--- src/rtl/reg_if_arbiter_if.sv ---
// Bundle of the two requester ports, the shared register-target port and the
// arbiter status outputs. The arbiter takes the slave view; the environment takes master.
interface reg_if_arbiter_if #(
    parameter int ADDR_WIDTH = 16
);
    logic                  i_m0_wr_rdy;
    logic                  i_m0_rd_req;
    logic [ADDR_WIDTH-1:0] i_m0_address;
    logic [31:0]           i_m0_wr_data;
    logic                  o_m0_wr_ack;
    logic                  o_m0_rd_rdy;
    logic [31:0]           o_m0_rd_data;
    logic                  o_m0_invalid_addr;

    logic                  i_m1_wr_rdy;
    logic                  i_m1_rd_req;
    logic [ADDR_WIDTH-1:0] i_m1_address;
    logic [31:0]           i_m1_wr_data;
    logic                  o_m1_wr_ack;
    logic                  o_m1_rd_rdy;
    logic [31:0]           o_m1_rd_data;
    logic                  o_m1_invalid_addr;

    logic                  o_reg_in_rdy;
    logic                  i_reg_in_ack;
    logic [ADDR_WIDTH-1:0] o_reg_address;
    logic [31:0]           o_reg_in_data;
    logic                  o_reg_out_req;
    logic                  i_reg_out_rdy;
    logic [31:0]           i_reg_out_data;
    logic                  i_reg_invalid_addr;

    logic [1:0]            o_grant;
    logic                  o_timeout;

    modport slave (
        input  i_m0_wr_rdy, i_m0_rd_req, i_m0_address, i_m0_wr_data,
        output o_m0_wr_ack, o_m0_rd_rdy, o_m0_rd_data, o_m0_invalid_addr,
        input  i_m1_wr_rdy, i_m1_rd_req, i_m1_address, i_m1_wr_data,
        output o_m1_wr_ack, o_m1_rd_rdy, o_m1_rd_data, o_m1_invalid_addr,
        output o_reg_in_rdy, o_reg_address, o_reg_in_data, o_reg_out_req,
        input  i_reg_in_ack, i_reg_out_rdy, i_reg_out_data, i_reg_invalid_addr,
        output o_grant, o_timeout
    );

    modport master (
        output i_m0_wr_rdy, i_m0_rd_req, i_m0_address, i_m0_wr_data,
        input  o_m0_wr_ack, o_m0_rd_rdy, o_m0_rd_data, o_m0_invalid_addr,
        output i_m1_wr_rdy, i_m1_rd_req, i_m1_address, i_m1_wr_data,
        input  o_m1_wr_ack, o_m1_rd_rdy, o_m1_rd_data, o_m1_invalid_addr,
        input  o_reg_in_rdy, o_reg_address, o_reg_in_data, o_reg_out_req,
        output i_reg_in_ack, i_reg_out_rdy, i_reg_out_data, i_reg_invalid_addr,
        input  o_grant, o_timeout
    );
endinterface

--- src/rtl/reg_if_arbiter.sv ---
// Two-requester round-robin arbiter in front of a single register target,
// with a per-access wait counter that self-completes stalled accesses as errors.
module reg_if_arbiter #(
    parameter int ADDR_WIDTH = 16,
    parameter int TIMEOUT    = 255
) (
    input  logic             clk,
    input  logic             rst,
    reg_if_arbiter_if.slave  bus
);
    typedef enum logic [1:0] {IDLE, WRITE, READ, RELEASE} state_t;

    state_t                     state_q, state_d;
    logic [1:0]                 grant_q, grant_d;
    logic                       last_q, last_d;
    logic [7:0]                 cnt_q, cnt_d;
    logic [ADDR_WIDTH-1:0]      addr_q, addr_d;
    logic [31:0]                wdata_q, wdata_d;
    logic                       in_rdy_q, in_rdy_d;
    logic                       out_req_q, out_req_d;
    logic                       timeout_q, timeout_d;
    logic [1:0]                 wr_ack_q, wr_ack_d;
    logic [1:0]                 rd_rdy_q, rd_rdy_d;
    logic [1:0]                 inval_q, inval_d;
    logic [1:0][31:0]           rd_data_q, rd_data_d;

    logic [1:0]                 wr_rdy, rd_req, req;
    logic [1:0][ADDR_WIDTH-1:0] addr_in;
    logic [1:0][31:0]           wdata_in;
    logic                       win;
    logic                       own;
    logic                       at_timeout;

    assign wr_rdy   = {bus.i_m1_wr_rdy, bus.i_m0_wr_rdy};
    assign rd_req   = {bus.i_m1_rd_req, bus.i_m0_rd_req};
    assign addr_in  = {bus.i_m1_address, bus.i_m0_address};
    assign wdata_in = {bus.i_m1_wr_data, bus.i_m0_wr_data};
    assign req      = wr_rdy | rd_req;

    // On a tie the requester that was not served last wins.
    assign win        = (req == 2'b11) ? ~last_q : req[1];
    assign own        = grant_q[1];
    assign at_timeout = (cnt_q == 8'(TIMEOUT));

    always_comb begin
        state_d   = state_q;
        grant_d   = grant_q;
        last_d    = last_q;
        cnt_d     = cnt_q;
        addr_d    = addr_q;
        wdata_d   = wdata_q;
        in_rdy_d  = in_rdy_q;
        out_req_d = out_req_q;
        timeout_d = 1'b0;
        wr_ack_d  = 2'b00;
        rd_rdy_d  = 2'b00;
        inval_d   = 2'b00;
        rd_data_d = '0;
        case (state_q)
            IDLE: begin
                if (|req) begin
                    grant_d = win ? 2'b10 : 2'b01;
                    last_d  = win;
                    cnt_d   = 8'd0;
                    addr_d  = addr_in[win];
                    wdata_d = wdata_in[win];
                    if (wr_rdy[win]) begin
                        in_rdy_d = 1'b1;
                        state_d  = WRITE;
                    end else begin
                        out_req_d = 1'b1;
                        state_d   = READ;
                    end
                end
            end
            WRITE: begin
                if (bus.i_reg_in_ack) begin
                    in_rdy_d      = 1'b0;
                    wr_ack_d[own] = 1'b1;
                    inval_d[own]  = bus.i_reg_invalid_addr;
                    state_d       = RELEASE;
                end else if (at_timeout) begin
                    in_rdy_d      = 1'b0;
                    wr_ack_d[own] = 1'b1;
                    inval_d[own]  = 1'b1;
                    timeout_d     = 1'b1;
                    state_d       = RELEASE;
                end else begin
                    cnt_d = cnt_q + 8'd1;
                end
            end
            READ: begin
                if (bus.i_reg_out_rdy) begin
                    out_req_d      = 1'b0;
                    rd_rdy_d[own]  = 1'b1;
                    rd_data_d[own] = bus.i_reg_out_data;
                    inval_d[own]   = bus.i_reg_invalid_addr;
                    state_d        = RELEASE;
                end else if (at_timeout) begin
                    out_req_d     = 1'b0;
                    rd_rdy_d[own] = 1'b1;
                    inval_d[own]  = 1'b1;
                    timeout_d     = 1'b1;
                    state_d       = RELEASE;
                end else begin
                    cnt_d = cnt_q + 8'd1;
                end
            end
            RELEASE: begin
                // Hold the target until the owner lets go of both request lines.
                if (!wr_rdy[own] && !rd_req[own]) begin
                    grant_d = 2'b00;
                    state_d = IDLE;
                end
            end
            default: state_d = IDLE;
        endcase
    end

    always_ff @(posedge clk or posedge rst) begin
        if (rst) begin
            state_q   <= IDLE;
            grant_q   <= 2'b00;
            last_q    <= 1'b1;
            cnt_q     <= 8'd0;
            addr_q    <= '0;
            wdata_q   <= '0;
            in_rdy_q  <= 1'b0;
            out_req_q <= 1'b0;
            timeout_q <= 1'b0;
            wr_ack_q  <= 2'b00;
            rd_rdy_q  <= 2'b00;
            inval_q   <= 2'b00;
            rd_data_q <= '0;
        end else begin
            state_q   <= state_d;
            grant_q   <= grant_d;
            last_q    <= last_d;
            cnt_q     <= cnt_d;
            addr_q    <= addr_d;
            wdata_q   <= wdata_d;
            in_rdy_q  <= in_rdy_d;
            out_req_q <= out_req_d;
            timeout_q <= timeout_d;
            wr_ack_q  <= wr_ack_d;
            rd_rdy_q  <= rd_rdy_d;
            inval_q   <= inval_d;
            rd_data_q <= rd_data_d;
        end
    end

    assign bus.o_m0_wr_ack       = wr_ack_q[0];
    assign bus.o_m0_rd_rdy       = rd_rdy_q[0];
    assign bus.o_m0_rd_data      = rd_data_q[0];
    assign bus.o_m0_invalid_addr = inval_q[0];
    assign bus.o_m1_wr_ack       = wr_ack_q[1];
    assign bus.o_m1_rd_rdy       = rd_rdy_q[1];
    assign bus.o_m1_rd_data      = rd_data_q[1];
    assign bus.o_m1_invalid_addr = inval_q[1];
    assign bus.o_reg_in_rdy      = in_rdy_q;
    assign bus.o_reg_out_req     = out_req_q;
    assign bus.o_reg_address     = addr_q;
    assign bus.o_reg_in_data     = wdata_q;
    assign bus.o_grant           = grant_q;
    assign bus.o_timeout         = timeout_q;
endmodule
--- src/flat_wrapper.sv ---
// flat-port wrapper written by rule: the top's interface ports become plain ports
module reg_if_arbiter_flat 
#(
    parameter int ADDR_WIDTH = 16,
    parameter int TIMEOUT    = 255
)
  (clk, rst, bus_i_m0_wr_rdy, bus_i_m0_rd_req, bus_i_m0_address, bus_i_m0_wr_data, bus_o_m0_wr_ack, bus_o_m0_rd_rdy, bus_o_m0_rd_data, bus_o_m0_invalid_addr, bus_i_m1_wr_rdy, bus_i_m1_rd_req, bus_i_m1_address, bus_i_m1_wr_data, bus_o_m1_wr_ack, bus_o_m1_rd_rdy, bus_o_m1_rd_data, bus_o_m1_invalid_addr, bus_o_reg_in_rdy, bus_o_reg_address, bus_o_reg_in_data, bus_o_reg_out_req, bus_i_reg_in_ack, bus_i_reg_out_rdy, bus_i_reg_out_data, bus_i_reg_invalid_addr, bus_o_grant, bus_o_timeout);
  reg_if_arbiter_if #(.ADDR_WIDTH(ADDR_WIDTH)) bus_i ();
  input  logic clk;
  input  logic rst;
  input wire logic [$bits(bus_i.i_m0_wr_rdy)-1:0] bus_i_m0_wr_rdy;
  input wire logic [$bits(bus_i.i_m0_rd_req)-1:0] bus_i_m0_rd_req;
  input wire logic [$bits(bus_i.i_m0_address)-1:0] bus_i_m0_address;
  input wire logic [$bits(bus_i.i_m0_wr_data)-1:0] bus_i_m0_wr_data;
  output wire logic [$bits(bus_i.o_m0_wr_ack)-1:0] bus_o_m0_wr_ack;
  output wire logic [$bits(bus_i.o_m0_rd_rdy)-1:0] bus_o_m0_rd_rdy;
  output wire logic [$bits(bus_i.o_m0_rd_data)-1:0] bus_o_m0_rd_data;
  output wire logic [$bits(bus_i.o_m0_invalid_addr)-1:0] bus_o_m0_invalid_addr;
  input wire logic [$bits(bus_i.i_m1_wr_rdy)-1:0] bus_i_m1_wr_rdy;
  input wire logic [$bits(bus_i.i_m1_rd_req)-1:0] bus_i_m1_rd_req;
  input wire logic [$bits(bus_i.i_m1_address)-1:0] bus_i_m1_address;
  input wire logic [$bits(bus_i.i_m1_wr_data)-1:0] bus_i_m1_wr_data;
  output wire logic [$bits(bus_i.o_m1_wr_ack)-1:0] bus_o_m1_wr_ack;
  output wire logic [$bits(bus_i.o_m1_rd_rdy)-1:0] bus_o_m1_rd_rdy;
  output wire logic [$bits(bus_i.o_m1_rd_data)-1:0] bus_o_m1_rd_data;
  output wire logic [$bits(bus_i.o_m1_invalid_addr)-1:0] bus_o_m1_invalid_addr;
  output wire logic [$bits(bus_i.o_reg_in_rdy)-1:0] bus_o_reg_in_rdy;
  output wire logic [$bits(bus_i.o_reg_address)-1:0] bus_o_reg_address;
  output wire logic [$bits(bus_i.o_reg_in_data)-1:0] bus_o_reg_in_data;
  output wire logic [$bits(bus_i.o_reg_out_req)-1:0] bus_o_reg_out_req;
  input wire logic [$bits(bus_i.i_reg_in_ack)-1:0] bus_i_reg_in_ack;
  input wire logic [$bits(bus_i.i_reg_out_rdy)-1:0] bus_i_reg_out_rdy;
  input wire logic [$bits(bus_i.i_reg_out_data)-1:0] bus_i_reg_out_data;
  input wire logic [$bits(bus_i.i_reg_invalid_addr)-1:0] bus_i_reg_invalid_addr;
  output wire logic [$bits(bus_i.o_grant)-1:0] bus_o_grant;
  output wire logic [$bits(bus_i.o_timeout)-1:0] bus_o_timeout;
  assign bus_i.i_m0_wr_rdy = bus_i_m0_wr_rdy;
  assign bus_i.i_m0_rd_req = bus_i_m0_rd_req;
  assign bus_i.i_m0_address = bus_i_m0_address;
  assign bus_i.i_m0_wr_data = bus_i_m0_wr_data;
  assign bus_o_m0_wr_ack = bus_i.o_m0_wr_ack;
  assign bus_o_m0_rd_rdy = bus_i.o_m0_rd_rdy;
  assign bus_o_m0_rd_data = bus_i.o_m0_rd_data;
  assign bus_o_m0_invalid_addr = bus_i.o_m0_invalid_addr;
  assign bus_i.i_m1_wr_rdy = bus_i_m1_wr_rdy;
  assign bus_i.i_m1_rd_req = bus_i_m1_rd_req;
  assign bus_i.i_m1_address = bus_i_m1_address;
  assign bus_i.i_m1_wr_data = bus_i_m1_wr_data;
  assign bus_o_m1_wr_ack = bus_i.o_m1_wr_ack;
  assign bus_o_m1_rd_rdy = bus_i.o_m1_rd_rdy;
  assign bus_o_m1_rd_data = bus_i.o_m1_rd_data;
  assign bus_o_m1_invalid_addr = bus_i.o_m1_invalid_addr;
  assign bus_o_reg_in_rdy = bus_i.o_reg_in_rdy;
  assign bus_o_reg_address = bus_i.o_reg_address;
  assign bus_o_reg_in_data = bus_i.o_reg_in_data;
  assign bus_o_reg_out_req = bus_i.o_reg_out_req;
  assign bus_i.i_reg_in_ack = bus_i_reg_in_ack;
  assign bus_i.i_reg_out_rdy = bus_i_reg_out_rdy;
  assign bus_i.i_reg_out_data = bus_i_reg_out_data;
  assign bus_i.i_reg_invalid_addr = bus_i_reg_invalid_addr;
  assign bus_o_grant = bus_i.o_grant;
  assign bus_o_timeout = bus_i.o_timeout;
  reg_if_arbiter #(.ADDR_WIDTH(ADDR_WIDTH), .TIMEOUT(TIMEOUT)) u_core (.clk(clk), .rst(rst), .bus(bus_i));
endmodule
--- config.mk ---
export PLATFORM = sky130hd
export DESIGN_NAME = reg_if_arbiter_flat
export DESIGN_NICKNAME = d
export VERILOG_FILES = /design/src/rtl/reg_if_arbiter_if.sv /design/src/rtl/reg_if_arbiter.sv /design/src/flat_wrapper.sv
export SDC_FILE = /design/constraint.sdc
export NUM_CORES = 1
export LEC_CHECK = 0
export ABC_CLOCK_PERIOD_IN_PS = 6600
export CORE_UTILIZATION = 30
export CTS_CLUSTER_SIZE = 12
export DETAILED_ROUTE_END_ITERATION = 10
export PLACE_DENSITY = 0.68
export SLEW_MARGIN = 25
export SYNTH_ARGS = -nofsm -noshare
export SYNTH_HDL_FRONTEND = slang
export SYNTH_SLANG_ARGS = --single-unit
--- constraint.sdc ---
create_clock -name clk -period 6.6 [get_ports clk]
set_clock_uncertainty 0.1 [all_clocks]
set_input_delay 1.98 -clock clk [delete_from_list [all_inputs] [get_ports clk]]
set_output_delay 1.98 -clock clk [all_outputs]
set_load 0.01 [all_outputs]
### Yosys cells after proc, flatten, opt, wreduce, memory -nomap -nowiden

Index checks and enable logic that the tools add are counted.

| storage, ports and cells | value |
|---|---|
| bits in registers | 134 |
| bits of input ports | 137 |
| output and inout bits | 123 |
| logic and storage cells | 104 |

| operators by class | value |
|---|---|
| $add $sub $neg | 1 |
| $lt $le $gt $ge | 3 |
| eq/ne operators | 13 |
| mux-type cells | 53 |
| bitwise logic cells | 4 |
| reductions and logical operators | 16 |

Operator list:

| operator | count |
|---|---|
| 64-bit 2-to-1 mux | 2 |
| 32-bit 2-to-1 mux | 3 |
| 64-bit AND | 1 |
| 32-bit demux with 1-bit select | 1 |
| 16-bit 2-to-1 mux | 2 |
| 8-bit 2-to-1 mux | 4 |
| 2-bit 2-to-1 mux | 15 |
| 8-bit one-hot mux with 3 select lines | 1 |
| 1-bit 2-to-1 mux | 18 |
| 4-bit AND reduction | 3 |
| 8-bit by 1-bit adder with 8-bit output, second input constant | 1 |
| 8-bit == test, second input constant | 1 |
| 2-bit one-hot mux with 2 select lines | 2 |
| 2-bit one-hot mux with 4 select lines | 1 |
| 2-bit == test, second input constant | 3 |
| 2-bit by 1-bit inequality test with 1-bit output, second input constant | 3 |
| 2-bit inequality test, second input constant | 3 |
| 3-bit by 2-bit inequality test with 1-bit output, second input constant | 2 |
| 1-bit one-hot mux with 2 select lines | 3 |
| 2-bit nonzero test | 3 |
| 1-bit by 2-bit < comparator with 1-bit output, second input constant | 2 |
| 2-bit AND reduction | 2 |
| 3-bit AND reduction | 1 |
| 3-bit nonzero test | 1 |
| other kinds (10) | 12 |

### Depth between registers and ports, before layout

Gate-level depths: netlist of the first run.

| logic depth | value |
|---|---|
| word-level depth | 8 |
| depth in mapped cells | 8 |
| mapped depth without buffers | 6 |

### Least setup slack after synthesis of the first run

Ideal clock, no wire load.

| path | value |
|---|---|
| path kind | input -> register |
| start | in bus_i_m0_wr_rdy |
| end | reg u_core.last_q |
| library setup time | 0.082 ns |
| data arrival time | 3.182 ns |
| data required time | 6.418 ns |
| path slack | 3.236 ns |
| cell stages on the path | 4 |
| path buffers | 1 |
| cells stage by stage | or4_1 -> nand2_1 -> buf_2 -> mux2_2 |

| on the way | value |
|---|---|
| word-level cells in the longest chain between the ends | 3 |
| elaborated cells between the ends (all ways) | 5 |
| those cells by class | 1 x eq/ne; 1 x mux; 1 x bitwise; 2 x reduce/logical |

RTL lines:

| item | line | source |
|---|---|---|
| start: declaration | flat_wrapper.sv:11 | `input wire logic [$bits(bus_i.i_m0_wr_rdy)-1:0] bus_i_m0_wr_rdy;` |
| 2-bit bitwise OR (*) | reg_if_arbiter.sv:38 | `assign req = wr_rdy \| rd_req;` |
| 2-bit == test or 2-bit OR reduction (tied branches) | reg_if_arbiter.sv:41, reg_if_arbiter.sv:61 |  |
| 1-bit 2-to-1 mux or 2-bit AND reduction (tied branches) | n/a |  |
| end signal: assignment | reg_if_arbiter.sv:138 | `last_q <= last_d;` |
| end: declaration | reg_if_arbiter.sv:15 | `logic last_q, last_d;` |

Mark *: on every way between the ends. The rest lies on a longest branch, timed or not.
A chain may end at the register's enable or synchronous reset.

### Final worst setup path of the first run

| path | value |
|---|---|
| start | in bus_i_m0_wr_rdy |
| end | reg u_core.wdata_q[21] (netlist: u_core.bus.o_reg_in_data[21]) |

| on the way | value |
|---|---|
| word-level cells in the longest chain between the ends | 5 |
| elaborated cells between the ends (all ways) | 7 |
| those cells by class | 1 x eq/ne; 3 x mux; 1 x bitwise; 2 x reduce/logical |

RTL lines:

| item | line | source |
|---|---|---|
| 2-bit bitwise OR (*) | reg_if_arbiter.sv:38 |  |
| 2-bit == test | reg_if_arbiter.sv:41 | `assign win = (req == 2'b11) ? ~last_q : req[1];` |
| 1-bit 2-to-1 mux | reg_if_arbiter.sv:41 |  |
| 32-bit 2-to-1 mux (not written as such) (2 in series) | reg_if_arbiter.sv:66 | `wdata_d = wdata_in[win];` |
| end signal: assignment | reg_if_arbiter.sv:141 | `wdata_q <= wdata_d;` |
| end: declaration | reg_if_arbiter.sv:18 | `logic [31:0] wdata_q, wdata_d;` |

Mark *: on every way between the ends. The rest lies on a longest branch, timed or not. The select of a mux whose other input is x is not followed.

==> summary.md, run 1 <==
| Metric | Value |
|---|---|
| Post-synthesis share of cell area spent on full adders, half adders and majority gates | 1.15% |
| Maximum net fanout on the critical path | 58 |
| Number of buffers inserted during clock tree synthesis | 17 |
| Antenna violations before repair | 0 |
| Number of max-cap violations | 0 |
| Crit share post-route | 62.8% |
| Kind of critical path | input port to flop |
| Horizontal die dimension | 137 um |
| Buffer type at the clock tree root | clkbuf_16 |
| Clock tree sinks | 134 |
| Maximum clock frequency | 0.241 GHz |
| Post-synthesis instance area | 5440 um2 |
| Clock Path Buffers | 2 |
| Share of the synthesized netlist area taken by xor and xnor gates | 0% |
| Drt first-iter violations | 165 |
| RSZ-0062 raised after global routing | no |
| Post-placement setup slack | 2010 ps |
| Dominant synthesized flop cell | dfrtp_1 |
| Mapped Nets | 656 |
| Average vias per placed instance | 4.52 |
| Number of core rows | 48 |
| Sequential cell area in the final layout | 3350 um2 |
| Die ar. | 18,700 um2 |
| Critical Path RT | 6770 ps |
| DPL Wire Length | 11,200 um |
| Slew @ Worst Pin | 902 ps |
| Fraction of layout instances using a drive strength above 1 | 6.12% |
| Setup Buffers After CTS | 0 |
| Number of global-route vias before repair | 4,477 |
| Leakage | 3.88 nW |
| Flip-flop and latch count after synthesis | 134 |
| Remaining routing DRC violations | 0 |
| Fraction of the mapped netlist area in simple logic gates | 15.5% |
| Library cells used by synthesis | 45 |
| CTS H-Tree Depth | 4 |
| Area occupied by multi-input gates | 1940 um2 |
| CP Data Arrival Time | 4320 ps |
| Effective utilization at floorplan | 31.0% |
| Largest vdd supply drop | 0.182 mV |
| Number of fillers in the final layout | 1,604 |
| Post-route cell area | 8850 um2 |
| Power per cell area | 389 nW/um2 |
| Mean instance size in the synthesized netlist | 10.6 um2 |
| TritonCTS clock tree | done |
| Setup violation total in the final timing report | 0 |
| Number of synthesized flops with an enable pin | 0 |
| Post-CTS sizing | 0 |
| Type of destination of the critical path | flop |
| Layout overhead on the synthesized area | 62.5% |
| Final WL | 15,300 um |
| Ports | 260 |
| Global-route usage over all layers | 16.9% |
| Dominant combinational cell family by area after synthesis | simple AND/OR/NAND/NOR gates |
| Die span in y | 137 um |
| Worst Slack Setup Final | 2460 ps |
| Count of TritonRoute iterations in the first routing pass | 5 |
| Headroom to the max-slew limit | 39.8% |
| Post-synthesis mux area share | 9.22% |
| PortBufs | 259 |
| Clock transition at the registers of the reported paths | 60 ps |
| Status | complete, no violations |
| Synth async-reset ratio | 100% |
| Number of slew-limit violations in the final report | 0 |
| Proportion of synthesized chip area in sequential cells | 61.6% |
| Overflow left after global routing | 0 |
| First-pass GRT wire length | 23,700 um |
| Post-Syn Instances | 514 |
| Count of nets left with antenna violations after detail routing | 0 |
| Placeable core region | 17,500 um2 |
| Skew-Pair Late Insertion Delay | 410 ps |
| WL per Instance | 15.2 um |
| Ant. Diodes | 0 |
| Hold bufs inserted after CTS | 0 |
| Yosys synthesis warning count | 0 |
| Post-Route Setup TNS | 0 ps |
| Startpoint type of the worst setup path | input port |
| Maximum number of pins on one net before global-route repair | 104 |
| Cell area after placement | 8290 um2 |
| Area fraction in compound gates after synthesis | 9.56% |
| Nets | 913 |
| Final count of hold timing violations | 0 |
| Min-delay worst type | flop to flop |
| Clock period minus worst slack | 4150 ps |
| Vias after detailed routing | 4,564 |
| RePlAce Congestion | 0.799 |
state kept, by name (all words and copies together) (netlist names), 2 cells and up:
name and count:
u_core.wr_ack_q 2, u_core.state_q 2, u_core.rd_rdy_q 2, u_core.bus.o_m0_rd_data 32, u_core.inval_q 2, u_core.cnt_q 8, u_core.bus.o_reg_in_data 32, u_core.bus.o_grant 2
u_core.bus.o_m1_rd_data 32, u_core.bus.o_reg_address 16
logic make-up (layout without fill, tap and decap cells):
group,after synthesis,after routing
flops,134,134
mux,50,50
fa+ha+maj,5,5
buf+inv,39,309
simple gates,201,201
compound gates,85,85
critical path: stages:
cell             delay [ps]
clkdlybuf4s50_1         500
or4_1                   600
nand2_2                 500
buf_4                   530
o21ai_0                 180
per-stage QoR:
| step | std cells | power (W) | utilization (%) | hold slack [ps] |
|---|---|---|---|---|
| 2_1_floorplan | 514 | 0.00190 | - | 397 |
| 4_1_cts | 1009 | 0.00349 | 50.4 | 379 |
| 6_report | 1009 | 0.00344 | 50.4 | 375 |
| 5_1_grt | 1009 | 0.00368 | 50.4 | 397 |
| 3_5_place_dp | 977 | 0.00258 | 47.3 | 365 |
| 3_3_place_gp | 976 | 0.00255 | 47.1 | 361 |
per-layer routing:
metal / track usage (%) / vias up / routed length [um]
met2: 26.4 / 232 / 6970
met4: 6.48 / 0 / 267
met1: 20.4 / 2052 / 6410
met3: 7.48 / 19 / 1680
li1: - / 2261 / -
met5: 0 / - / 0
path summary, 6_finish.rpt:
kind	from	endpoint	slack [ps]	cells past startpoint
min in group asynchronous	rst	u_core.bus.o_m0_rd_data[27]	2030	2
worst max register to register	u_core.state_q[0]	u_core.state_q[0]	4150	6
worst min register to register	u_core.bus.o_grant[0]	u_core.bus.o_grant[0]	370	1
worst max-delay path	bus_i_m0_wr_rdy	u_core.bus.o_reg_in_data[21]	2460	5
max in group asynchronous	rst	u_core.last_q	3310	3
worst min-delay path	u_core.bus.o_grant[0]	u_core.bus.o_grant[0]	370	1
synthesized netlist by cell type, types with 2 or more instances:
master	number	area, um2
nand2b_1	6	37.5
dfrtp_1	133	3330
a21o_1	2	15.0
mux2i_1	49	490
nor4_1	3	18.8
buf_1	6	22.5
o31ai_1	3	22.5
o21ai_0	56	280
and2_1	3	18.8
a211oi_1	2	15.0
nand3_1	3	15.0
clkbuf_1	12	45.0
or2_2	2	12.5
nor2_1	76	285
or4_1	5	37.5
inv_1	10	37.5
a211o_1	2	17.5
o211ai_1	3	22.5
buf_2	11	55.1
a221oi_1	2	17.5
nand4_1	3	18.8
nor3_1	7	35.0
ha_1	5	62.6
nand2_1	89	334
layout make-up:
class	count	share of cell area (%)
Sequential cell	134	37.9
Timing Repair Buffer	267	30.2
Multi-Input combinational cell	341	21.9
Clock buffer	17	4.81
Tap cell	225	3.18
Clock inverter	15	1.48
Inverter	10	0.481
cells in the final DEF, fill, tap and decap left out, types with 2 or more instances in the layout:
| cell type | netlist | routed |
|---|---|---|
| nand2b_1 | 6 | 6 |
| mux2i_1 | 49 | 49 |
| o211ai_1 | 3 | 3 |
| nand3_1 | 3 | 3 |
| clkdlybuf4s50_1 | 0 | 259 |
| nand4_1 | 3 | 3 |
| and2_1 | 3 | 3 |
| clkinvlp_4 | 0 | 3 |
| nor4_1 | 3 | 3 |
| clkinv_4 | 0 | 2 |
| nor3_1 | 7 | 7 |
| clkbuf_16 | 0 | 17 |
| inv_1 | 10 | 9 |
| inv_6 | 0 | 7 |
| or4_1 | 5 | 5 |
| dfrtp_1 | 133 | 133 |
| o21ai_0 | 56 | 56 |
| ha_1 | 5 | 5 |
| a221oi_1 | 2 | 2 |
| inv_8 | 0 | 3 |
| a21o_1 | 2 | 2 |
| a211oi_1 | 2 | 2 |
| nand2_1 | 89 | 88 |
| or2_2 | 2 | 2 |
| buf_4 | 0 | 7 |
| a211o_1 | 2 | 2 |
| nor2_1 | 76 | 76 |
| o31ai_1 | 3 | 3 |
where the power goes:
part | leakage, nW | internal [W] | switching [W]
Clock | 0.267 | 0.000495 | 0.000403
Combinational | 1.85 | 0.000670 | 0.000697
Sequential | 1.76 | 0.00105 | 0.000129
Total | 3.88 | 0.00221 | 0.00123
Note: power is estimated with default switching activity, not from simulation.
==> run 2, diff against run 1 <==
--- a/config.mk
+++ b/config.mk
@@ -5,11 +5,11 @@
 export SDC_FILE = /design/constraint.sdc
 export NUM_CORES = 1
 export LEC_CHECK = 0
-export ABC_CLOCK_PERIOD_IN_PS = 6600
+export ABC_CLOCK_PERIOD_IN_PS = 3730
 export CORE_UTILIZATION = 30
 export CTS_CLUSTER_SIZE = 12
 export DETAILED_ROUTE_END_ITERATION = 10
-export PLACE_DENSITY = 0.68
+export PLACE_DENSITY = 0.7
 export SLEW_MARGIN = 25
 export SYNTH_ARGS = -nofsm -noshare
 export SYNTH_HDL_FRONTEND = slang
==> constraint.sdc (replaced) <==
create_clock -name clk -period 3.73 [get_ports clk]
set_clock_uncertainty 0.1 [all_clocks]
set_input_delay 1.119 -clock clk [delete_from_list [all_inputs] [get_ports clk]]
set_output_delay 1.119 -clock clk [all_outputs]
set_load 0.01 [all_outputs]
==> run 2 against run 1 <==
  * Clock-buffer cell count grew 1
  * Non-clock buffer count decreased by 1
  * Via count up 1.1%
==> summary.md, run 2 (same netlist as run 1, synthesis figures left out) <==
| Metric | Value |
|---|---|
| Clock tree sinks | 134 |
| RePlAce Congestion | 0.787 |
| Number of core rows | 48 |
| Startpoint of the tightest hold check path | u_core.bus.o_reg_in_data[5] |
| Average vias per placed instance | 4.58 |
| Ports | 260 |
| Nets | 912 |
| Final WL | 15,200 um |
| Clock period minus worst slack | 2850 ps |
| Clock transition at the registers of the reported paths | 60 ps |
| Critical Path RT | 3970 ps |
| CP Launch Point | bus_i_reg_out_rdy |
| Clock Path Buffers | 2 |
| Effective utilization at floorplan | 31.0% |
| Worst reg2reg startpoint | u_core.state_q[0] |
| Fraction of layout instances using a drive strength above 1 | 6.00% |
| Non-Filler Instances | 1,008 |
| Buffer type at the clock tree root | clkbuf_16 |
| Headroom to the max-slew limit | 52.8% |
| Ant. Diodes | 0 |
| Kind of critical path | input port to flop |
| WL per Instance | 15.0 um |
| CP Data Arrival Time | 3090 ps |
| PortBufs | 259 |
| Post-CTS sizing | 0 |
| Placeable core region | 17,500 um2 |
| Crit share post-route | 76.4% |
| Slew @ Worst Pin | 708 ps |
| Maximum clock frequency | 0.351 GHz |
| Global-route usage over all layers | 16.7% |
| TritonCTS clock tree | done |
| Horizontal die dimension | 137 um |
| Antenna violations before repair | 0 |
| Remaining routing DRC violations | 0 |
| Most common library cell in the layout ignoring fill and taps | clkdlybuf4s50_1 |
| Post-Route Setup TNS | 0 ps |
| Type of destination of the critical path | flop |
| Hold Worst Slack | 376 ps |
| Number of global-route vias before repair | 4,632 |
| Leakage | 3.93 nW |
| Final count of hold timing violations | 0 |
| Maximum net fanout on the critical path | 15 |
| Power per cell area | 709 nW/um2 |
| First-pass GRT wire length | 23,600 um |
| DPL Wire Length | 10,800 um |
| Number of max-cap violations | 0 |
| Setup violation total in the final timing report | 0 |
| Maximum number of pins on one net before global-route repair | 135 |
| Status | complete, no violations |
| Layout overhead on the synthesized area | 64.4% |
| Number of buffers inserted during clock tree synthesis | 17 |
| Hold bufs inserted after CTS | 0 |
| Largest vdd supply drop | 0.314 mV |
| Number of slew-limit violations in the final report | 0 |
| Startpoint type of the worst setup path | input port |
| Min-delay worst type | flop to flop |
| Drt first-iter violations | 195 |
| Overflow left after global routing | 0 |
| Skew-Pair Late Insertion Delay | 410 ps |
| Count of TritonRoute iterations in the first routing pass | 4 |
| Die span in y | 137 um |
| CTS H-Tree Depth | 4 |
| Count of nets left with antenna violations after detail routing | 0 |
| Setup Buffers After CTS | 0 |
| Die ar. | 18,700 um2 |
| Vias after detailed routing | 4,612 |
| RSZ-0062 raised after global routing | no |
| Leading cell types in the layout, fill and taps excluded | 259 x clkdlybuf4s50_1, 133 x dfrtp_1, 88 x nand2_1 |
| Number of cells in the design after placement | 976 |
run 2: cell types whose count changed in the layout (fill, tap and decap cells not counted), sizes merged:
cell and change:
clkinv -2, buf -1, clkbuf +1, bufinv +4, inv -3
run 2: power by group:
group / leakage (nW) / total, W / internal [W] / switching (W)
Combinational: 1.85 / 0.00243 / 0.00119 / 0.00123
Sequential: 1.76 / 0.00207 / 0.00185 / 0.000218
Clock: 0.314 / 0.00185 / 0.00116 / 0.000689
Total: 3.93 / 0.00635 / 0.00421 / 0.00214
run 2: per-stage QoR:
stage | worst slack (ps) | power, W | utilization, % | instance area [um2]
6_report | 879 | 0.00635 | 51.0 | 8950
5_1_grt | 863 | 0.00677 | 51.0 | 8950
4_1_cts | 905 | 0.00644 | 51.0 | 8950
3_5_place_dp | 483 | 0.00456 | 47.3 | 8300
3_3_place_gp | 499 | 0.00452 | 47.3 | 8300
2_1_floorplan | 847 | 0.00336 | - | 5450
run 2: layer usage:
metal  vias up  track usage [%]  wire, um
met5         -                0         0
met4         0             6.48       250
met3        18             7.85      1770
met2       226             27.7      7100
met1      2112             18.4      6040
li1       2256                -         -
run 2: worst paths after layout:
| path | end | slack (ps) | depth (start not counted) |
|---|---|---|---|
| max | u_core.cnt_q[4] | 880 | 5 |
| min | u_core.bus.o_reg_in_data[5] | 380 | 2 |
| max reg2reg | u_core.state_q[0] | 1350 | 6 |
| min reg2reg | u_core.bus.o_reg_in_data[5] | 380 | 2 |
| max in group asynchronous | u_core.cnt_q[6] | 1840 | 3 |
| min in group asynchronous | u_core.bus.o_reg_in_data[23] | 1180 | 3 |
run 2: worst max-delay path, stage by stage:
cell             delay [ps]
clkdlybuf4s50_1         520
a22o_1                  300
a211o_1                 450
or4_1                   550
a21boi_1                150
run 2: layout make-up:
class | count | area (um2)
Fill cell | 1575 | 8590
Clock buffer | 18 | 439
Multi-Input combinational cell | 341 | 1940
Tap cell | 225 | 282
Timing Repair Buffer | 266 | 2680
Inverter | 10 | 41.3
Clock inverter | 14 | 213
Sequential cell | 134 | 3350
==> run 3, diff against run 2 <==
--- a/config.mk
+++ b/config.mk
@@ -5,11 +5,11 @@
 export SDC_FILE = /design/constraint.sdc
 export NUM_CORES = 1
 export LEC_CHECK = 0
-export ABC_CLOCK_PERIOD_IN_PS = 3730
+export ABC_CLOCK_PERIOD_IN_PS = 2800
 export CORE_UTILIZATION = 30
 export CTS_CLUSTER_SIZE = 12
 export DETAILED_ROUTE_END_ITERATION = 10
-export PLACE_DENSITY = 0.7
+export PLACE_DENSITY = 0.68
 export SLEW_MARGIN = 25
 export SYNTH_ARGS = -nofsm -noshare
 export SYNTH_HDL_FRONTEND = slang
==> constraint.sdc (replaced) <==
create_clock -name clk -period 2.8 [get_ports clk]
set_clock_uncertainty 0.1 [all_clocks]
set_input_delay 0.84 -clock clk [delete_from_list [all_inputs] [get_ports clk]]
set_output_delay 0.84 -clock clk [all_outputs]
set_load 0.01 [all_outputs]
==> run 3 against run 2 <==
  * Routed wire length decreased by 1.7%
  * Global-route usage decreased by 0.25 points
  * Highest routed layer unchanged
  * Design area increased by 0.31%
  * Clock power increased by 16%
  * Combinational power increased by 37%
  * Final cell count increased by 1.4%
==> summary.md, run 3 (same netlist as run 1, synthesis figures left out) <==
| Metric | Value |
|---|---|
| Average vias per placed instance | 4.53 |
| Fraction of layout instances using a drive strength above 1 | 7.65% |
| Leakage | 3.96 nW |
| Tot Pwr | 0.00823 W |
| Slew @ Worst Pin | 634 ps |
| Hold bufs inserted after CTS | 0 |
| Number of slew-limit violations in the final report | 0 |
| Buffer type at the clock tree root | clkbuf_16 |
| Startpoint type of the worst setup path | flop |
| Area occupied by multi-input gates | 1940 um2 |
| Ports | 260 |
| Clock transition at the registers of the reported paths | 60 ps |
| TritonCTS clock tree | done |
| Number of fillers in the final layout | 1,596 |
| Vias after detailed routing | 4,629 |
| Final WL | 14,900 um |
| Post-placement setup slack | -78.0 ps |
| Largest vdd supply drop | 0.436 mV |
| Horizontal die dimension | 137 um |
| Headroom to the max-slew limit | 57.7% |
| Skew-Pair Late Insertion Delay | 410 ps |
| Number of global-route vias before repair | 4,516 |
| Flop-to-flop setup slack | 510 ps |
| Ant. Diodes | 0 |
| Setup Buffers After CTS | 0 |
| Number of core rows | 48 |
| Clock period minus worst slack | 2520 ps |
| Number of buffers inserted during clock tree synthesis | 17 |
| Power per cell area | 917 nW/um2 |
| CP Data Arrival Time | 1580 ps |
| Category of cells accounting for the largest share of critical-path delay | buffers and inverters |
| Drt first-iter violations | 238 |
| First-pass GRT wire length | 23,200 um |
| Cell at the slowest stage of the critical path | clkdlybuf4s50_1 |
| Worst Slack Setup Final | 282 ps |
| Leading cell types in the layout, fill and taps excluded | 259 x clkdlybuf4s50_1, 133 x dfrtp_1, 88 x nand2_1 |
| Nets | 926 |
| Effective utilization at floorplan | 31.0% |
| PortBufs | 259 |
| DPL Wire Length | 11,000 um |
| Die span in y | 137 um |
| Count of TritonRoute iterations in the first routing pass | 4 |
| Number of max-cap violations | 0 |
| Post-CTS sizing | 0 |
| Crit share post-route | 89.9% |
| Setup violation total in the final timing report | 0 |
| Number of cells in the design after placement | 990 |
| CP Buf/Inv Count | 1 |
| Remaining routing DRC violations | 0 |
| Kind of critical path | flop to output port |
| Most common library cell in the layout ignoring fill and taps | clkdlybuf4s50_1 |
| Non-Filler Instances | 1,022 |
| Layout overhead on the synthesized area | 64.9% |
| Final count of hold timing violations | 0 |
| CTS H-Tree Depth | 4 |
| Global-route usage over all layers | 16.4% |
| Critical Path RT | 1860 ps |
| Overflow left after global routing | 0 |
| Critical Path, Cell by Cell | clkdlybuf4s50_1 |
| RePlAce Congestion | 0.805 |
| WL per Instance | 14.6 um |
| Placeable core region | 17,500 um2 |
| Clock tree sinks | 134 |
| Maximum net fanout on the critical path | 9 |
| Status | complete, no violations |
| Worst stage delay on the critical path | 630 ps |
| Clock Path Buffers | 2 |
| Maximum number of pins on one net before global-route repair | 85 |
| Antenna violations before repair | 0 |
| Sequential cell area in the final layout | 3350 um2 |
| Maximum clock frequency | 0.397 GHz |
| RSZ-0062 raised after global routing | no |
| Final Util | 51.2% |
| Min-delay worst type | flop to flop |
| Die ar. | 18,700 um2 |
| Hold Worst Slack | 375 ps |
| Type of destination of the critical path | output port |
| Count of nets left with antenna violations after detail routing | 0 |
[run 3: cell count changes in the layout (fill, tap and decap cells not counted), sizes merged]
| cell | delta |
|---|---|
| inv | -4 |
| buf | +14 |
| clkinv | +6 |
| bufinv | -3 |
| clkbuf | +1 |
[run 3: tightest hold or removal path, stage by stage (launching register included)]
cell and delay, ps:
dfrtp_1 340, nand2_1 40, o21ai_0 60
[run 3: power breakdown]
| group | internal, W | switching [W] | leakage, nW |
|---|---|---|---|
| clock network | 0.00128 | 0.000859 | 0.280 |
| registers | 0.00247 | 0.000302 | 1.76 |
| logic | 0.00166 | 0.00166 | 1.92 |
[run 3: path summary, 6_finish.rpt]
check | startpoint | cells past startpoint | to
min reg2reg | u_core.bus.o_reg_in_data[23] | 2 | u_core.bus.o_reg_in_data[23]
max | u_core.bus.o_grant[1] | 1 | bus_o_grant[1]
max reg2reg | u_core.state_q[0] | 6 | u_core.state_q[0]
min | u_core.bus.o_reg_in_data[23] | 2 | u_core.bus.o_reg_in_data[23]
max in group asynchronous | rst | 3 | u_core.bus.o_m1_rd_data[7]
min in group asynchronous | rst | 3 | u_core.bus.o_reg_in_data[23]
[run 3: cell type report]
class	count	area share (%)
clock buffer	19	5.04
timing repair buffer	280	31.0
tap	225	3.14
inverter	10	0.460
clock inverter	13	1.35
multi-input combinational	341	21.6
sequential	134	37.4
[run 3: layer usage]
layer	part of all wire (%)	wire length [um]	global-route usage [%]
met5	0	0	0
met1	42	6230	20.6
met2	46	6880	26.1
met4	1.6	234	6.17
met3	10	1550	5.67
[run 3: through the flow]
| stage | instance area, um2 | TNS, ps |
|---|---|---|
| after floorplan | 5450 | 0 |
| after detailed placement | 8400 | -1470 |
| after global placement | 8400 | 0 |
| after global routing | 8980 | 0 |
| after CTS | 8980 | 0 |
| final | 8980 | 0 |
